### config.mk
export PLATFORM = sky130hd
export DESIGN_NAME = fret_strum_sequencer
export DESIGN_NICKNAME = d
export VERILOG_FILES = /design/src/rtl/instrument_pkg.sv /design/src/rtl/fret_strum_sequencer.sv
export SDC_FILE = /design/constraint.sdc
export NUM_CORES = 1
export LEC_CHECK = 0
export ABC_CLOCK_PERIOD_IN_PS = 3100
export BUFFER_PORTS_ARGS = -buffer_cell sky130_fd_sc_hd__clkbuf_2
export CELL_PAD_IN_SITES_DETAIL_PLACEMENT = 1
export CELL_PAD_IN_SITES_GLOBAL_PLACEMENT = 1
export CORE_UTILIZATION = 47
export DETAILED_ROUTE_END_ITERATION = 6
export HOLD_SLACK_MARGIN = 0.1
export MAX_ROUTING_LAYER = met4
export PLACE_DENSITY = 0.79
export RECOVER_POWER = 100
export REMOVE_ABC_BUFFERS = 1
export SYNTH_ARGS = -nofsm -noshare
export SYNTH_HDL_FRONTEND = slang
export SYNTH_SLANG_ARGS = --single-unit
### constraint.sdc
create_clock -name clk -period 3.1 [get_ports clk]
set_input_delay 0 -clock clk [delete_from_list [all_inputs] [get_ports clk]]
set_output_delay 0 -clock clk [all_outputs]
set_load 0.03 [all_outputs]
### src/rtl/instrument_pkg.sv
// Shared definitions for the string-instrument actuator path: sequencer states,
// fret width, default timing and the instrument ID codes used by the decoder.
package instrument_pkg;

  localparam int FRET_W = 5;

  // Defaults assume a 50 MHz clock: 5 ms settle, 10 ms strum, 5 ms re-arm.
  localparam int DEF_SETTLE_CYCLES = 250000;
  localparam int DEF_STRUM_CYCLES  = 500000;
  localparam int DEF_REARM_CYCLES  = 250000;

  typedef enum logic [7:0] {
    INSTR_GUITAR = 8'h01,
    INSTR_BASS   = 8'h02
  } instrument_id_e;

  typedef enum logic [1:0] {
    ST_IDLE,
    ST_SETTLE,
    ST_STRUM,
    ST_REARM
  } state_e;

  function automatic int max3(input int a, input int b, input int c);
    int m;
    m = (a > b) ? a : b;
    return (m > c) ? m : c;
  endfunction

endpackage

### src/rtl/fret_strum_sequencer.sv
// Turns fret-pattern note events into fret press, settle, strum pulse and
// re-arm timing; one event may be held pending while a note is in flight.
module fret_strum_sequencer
  import instrument_pkg::*;
#(
  parameter int SETTLE_CYCLES = DEF_SETTLE_CYCLES,
  parameter int STRUM_CYCLES  = DEF_STRUM_CYCLES,
  parameter int REARM_CYCLES  = DEF_REARM_CYCLES
) (
  input  logic              clk,
  input  logic              rst,
  input  logic [FRET_W-1:0] frets_in,
  input  logic              frets_valid,
  output logic [FRET_W-1:0] frets_out,
  output logic              strum,
  output logic              busy,
  output logic              dropped
);

  localparam int CNT_W = $clog2(max3(SETTLE_CYCLES, STRUM_CYCLES, REARM_CYCLES) + 1);

  // Each phase counts down from N-1 so the exit edge is exactly N edges after entry.
  localparam logic [CNT_W-1:0] SETTLE_LOAD = CNT_W'(SETTLE_CYCLES - 1);
  localparam logic [CNT_W-1:0] STRUM_LOAD  = CNT_W'(STRUM_CYCLES - 1);
  localparam logic [CNT_W-1:0] REARM_LOAD  = CNT_W'(REARM_CYCLES - 1);

  state_e             state_q;
  logic [CNT_W-1:0]   cnt_q;
  logic [FRET_W-1:0]  frets_q;
  logic               strum_q;
  logic               busy_q;
  logic               dropped_q;
  logic               pend_valid_q;
  logic [FRET_W-1:0]  pend_data_q;

  logic               cnt_done;
  logic               rearm_exit;
  logic               capture;
  logic               next_avail;
  logic [FRET_W-1:0]  next_data;

  assign cnt_done   = (cnt_q == '0);
  assign rearm_exit = (state_q == ST_REARM) && cnt_done;
  assign capture    = frets_valid && (state_q != ST_IDLE) && !rearm_exit;
  // An event arriving on the re-arm exit edge supersedes the pending one.
  assign next_avail = frets_valid || pend_valid_q;
  assign next_data  = frets_valid ? frets_in : pend_data_q;

  // NOTE: every register here, pending data included, is cleared by the async
  // reset so a mid-note reset releases all solenoids without waiting for a clock.
  always_ff @(posedge clk or posedge rst) begin
    if (rst) begin
      state_q      <= ST_IDLE;
      cnt_q        <= '0;
      frets_q      <= '0;
      strum_q      <= 1'b0;
      busy_q       <= 1'b0;
      dropped_q    <= 1'b0;
      pend_valid_q <= 1'b0;
      pend_data_q  <= '0;
    end else begin
      // NOTE: non-blocking assignments throughout; later assignments in this
      // block override the defaults above them within the same edge.
      dropped_q <= 1'b0;

      if (capture) begin
        pend_data_q  <= frets_in;
        pend_valid_q <= 1'b1;
        dropped_q    <= pend_valid_q;
      end

      case (state_q)
        ST_IDLE: begin
          if (frets_valid) begin
            frets_q <= frets_in;
            if (|frets_in) begin
              state_q <= ST_SETTLE;
              cnt_q   <= SETTLE_LOAD;
              busy_q  <= 1'b1;
            end
          end
        end

        ST_SETTLE: begin
          if (cnt_done) begin
            state_q <= ST_STRUM;
            cnt_q   <= STRUM_LOAD;
            strum_q <= 1'b1;
          end else begin
            cnt_q <= cnt_q - CNT_W'(1);
          end
        end

        ST_STRUM: begin
          if (cnt_done) begin
            state_q <= ST_REARM;
            cnt_q   <= REARM_LOAD;
            strum_q <= 1'b0;
          end else begin
            cnt_q <= cnt_q - CNT_W'(1);
          end
        end

        ST_REARM: begin
          if (cnt_done) begin
            pend_valid_q <= 1'b0;
            dropped_q    <= frets_valid && pend_valid_q;
            if (next_avail) begin
              frets_q <= next_data;
            end
            if (next_avail && (|next_data)) begin
              state_q <= ST_SETTLE;
              cnt_q   <= SETTLE_LOAD;
            end else begin
              state_q <= ST_IDLE;
              busy_q  <= 1'b0;
            end
          end else begin
            cnt_q <= cnt_q - CNT_W'(1);
          end
        end

        default: begin
          state_q <= ST_IDLE;
          busy_q  <= 1'b0;
          strum_q <= 1'b0;
        end
      endcase
    end
  end

  assign frets_out = frets_q;
  assign strum     = strum_q;
  assign busy      = busy_q;
  assign dropped   = dropped_q;

endmodule
==> results.ini <==
[layout]
nets = 249
area_growth_pct = 10.6
nFillCells = 499
final_layout_size_suffix_gt1_frac = 0.186
n_antenna_cell = 0

[clock_network]
htree_levels = 2
clockBufferDepth = 2
clk_pin_slew_ps = 70
holdBufCountCts = 7
tritoncts = built
post_cts_resized = 0
cts_setup_buffers = 0
clkLatencyLatePin_ps = 300
cts.sinks = 35
cts_inserted_buffers = 5
cts_root_buf = clkbuf_8

[route]
drt_wl_total_microns = 6150
avgViaCountPerCell = 6.37
ant_nets = 0
drtIter0Drc = 126
drc = 0
wl_per_cell_microns = 21.3
vias = 1840
drtPass1Iterations = 4

[logic_synthesis]
synth_fa_ha_area_frac = 0.0292
synth_top_area_share = 0.408
synth_xor_area_frac = 0.00408
synth_top_area_cell = dfrtp_1
synthFlopType = dfrtp_1
synth-edff-count = 0
synth_area_sq_um = 2150
ys_ff_latch = 35
synthMuxAreaShare = 0.0840
seq_area_frac_synth = 0.408
synth_compound_gate_area_share = 0.241
syn-instance-count = 211
synth_top_family_by_area = compound AO/OA/AOI/OAI gates
ys_async_sr_fraction = 1.00
syn_avg_cell_area_sq_um = 10.2
yosys.area_share.simple = 0.183
synth.distinct_cells = 54
ys_top_cells_by_area = dfrtp_1, mux2_2, a21oi_1
yosysWarnings = 0

[floorplan]
die-area_sq_um = 4840
initial_core_util = 0.489
num_rows = 24
die_y_microns = 69.6
core_sq_um = 4380
ioPinCount = 16
die_x_microns = 69.6

[sta]
fin_crit_ps = 2660
worst_slack_ps = 443
tightest_slew_ps = 1980
setup_violations = 0
tns_ps = 0
rsz0062_at_grt = no
fmax_mhz = 376
hold_viol = 0
whs_ps = 513
relSlewSlack = -0.318
final.period_utilization = 0.857
slew_violations = 36
finClkSkew_ps = 7.57

[worst_setup_path]
cp.required_ps = 3330
path_class = primary input to register
arrival_ps = 2890
endpoint_kind = register
cp-start-kind = primary input
crit_fanout = 8
r2r_start = cnt_q[0]
regToRegSetupSlack_ps = 480
cp-startpoint = frets_in[0]

[run_status]
violations = max-capacitance violations, max-slew violations
status = finished, violations left

[grt]
antenna_found_initial = 0
grt_max_degree = 36
grt_pass1_wl_microns = 10700
grt.total_usage = 0.292
grt_pass1_vias = 2068
overflow = 0

[placement]
io_buffers = 15
pre_cts_ws_ps = 603
gp_congestion = 0.935
dp_hpwl_microns = 4280

[pwr]
leakagePower_nw = 1.02
finalPower_w = 0.00273
cellPowerDensity_nw_per_um2 = 1150
peakVddDrop_mv = 0.523

[min_path]
hold_class = register to register
hp-start = frets_out[1]

[flow_run]
max_cap_violations = 1

[cells in the mapped netlist (5+ instances only)]
cell type  instances
mux2_2            16
a21oi_1           14
dfrtp_1           35
o22a_1             7
nand2_1           10
a221oi_1           5
ha_1               5
nor3_1             7
a2bb2oi_1          5
a31oi_1            6
inv_1              9
o21ai_0            6
nor2_1            17
[flip-flops by register name, summed over array words and instances (netlist names)]
register      count
busy              1
cnt_q            19
dropped           1
frets_out         5
pend_data_q       5
pend_valid_q      1
state_q           2
strum             1
[routing by layer]
| layer | up-vias | wire length, microns | GRT usage |
|---|---|---|---|
| met5 | - | 0 | - |
| met4 | 0 | 152 | 0.122 |
| met3 | 13 | 206 | 0.0523 |
| met2 | 48 | 3070 | 0.475 |
| met1 | 915 | 2720 | 0.358 |
| li1 | 864 | - | - |
[critical path: stages]
cell and delay [ps]:
dlygate4sd3_1 540, clkbuf_1 140, or4_1 520, o21ai_0 480, o21ai_0 450, o21ai_2 530, o22a_1 230
[final timing paths]
check	endpoint	cells past startpoint
setup / recovery	cnt_q[13]	7
hold reg to reg	frets_out[1]	1
max in group asynchronous	cnt_q[13]	4
min in group asynchronous	cnt_q[16]	4
setup reg to reg	cnt_q[13]	7
hold / removal	frets_out[1]	1
[placed cells by master, fill, tap and decap left out, types with 5 or more instances in the layout]
cell type / Yosys / layout
a2bb2oi_1: 5 / 5
nor2_1: 17 / 17
clkbuf_8: 3 / 5
a221oi_1: 5 / 5
clkbuf_1: 3 / 10
nor3_1: 7 / 7
and3_1: 4 / 5
o21ai_0: 6 / 6
a31oi_1: 6 / 7
nand2_1: 10 / 10
mux2_2: 16 / 16
dfrtp_1: 35 / 35
ha_1: 5 / 5
dlygate4sd3_1: 0 / 7
inv_1: 9 / 9
a21oi_1: 14 / 14
clkbuf_2: 0 / 6
o22a_1: 7 / 7
[stage by stage]
step / instances / utilization / instance area (sq um)
4_1_cts: 289 / 0.547 / 2400
2_1_floorplan: 203 / - / 2070
3_3_place_gp: 274 / 0.511 / 2240
3_5_place_dp: 274 / 0.511 / 2240
6_report: 289 / 0.541 / 2370
5_1_grt: 289 / 0.541 / 2370
[final cells by class]
type / count / area [sq um] / area share
Clock buffer: 5 / 68.8 / 0.0290
Clock inverter: 3 / 20.0 / 0.00844
Inverter: 9 / 33.8 / 0.0142
Multi-Input combinational cell: 159 / 1150 / 0.484
Sequential cell: 35 / 876 / 0.369
Tap cell: 52 / 65.1 / 0.0274
Timing Repair Buffer: 26 / 160 / 0.0675
[kinds of logic (layout without fill, tap and decap cells)]
group,Yosys count,after routing
multiplexers,16,16
XOR/XNOR,1,1
adder cells (fa/ha/maj),5,5
flip-flops,35,35
buffers and inverters,17,43
AO/OA/AOI/OAI,69,69
AND/OR/NAND/NOR,68,68
[where the power goes]
group | leakage [nW] | switching (W) | internal (W) | total, W
combinational | 0.552 | 0.000903 | 0.000614 | 0.00152
sequential | 0.430 | 0.000214 | 0.000658 | 0.000872
clock | 0.0402 | 0.000181 | 0.000156 | 0.000337
total | 1.02 | 0.00130 | 0.00143 | 0.00273
No activity file was read; power rests on OpenSTA's default activity.
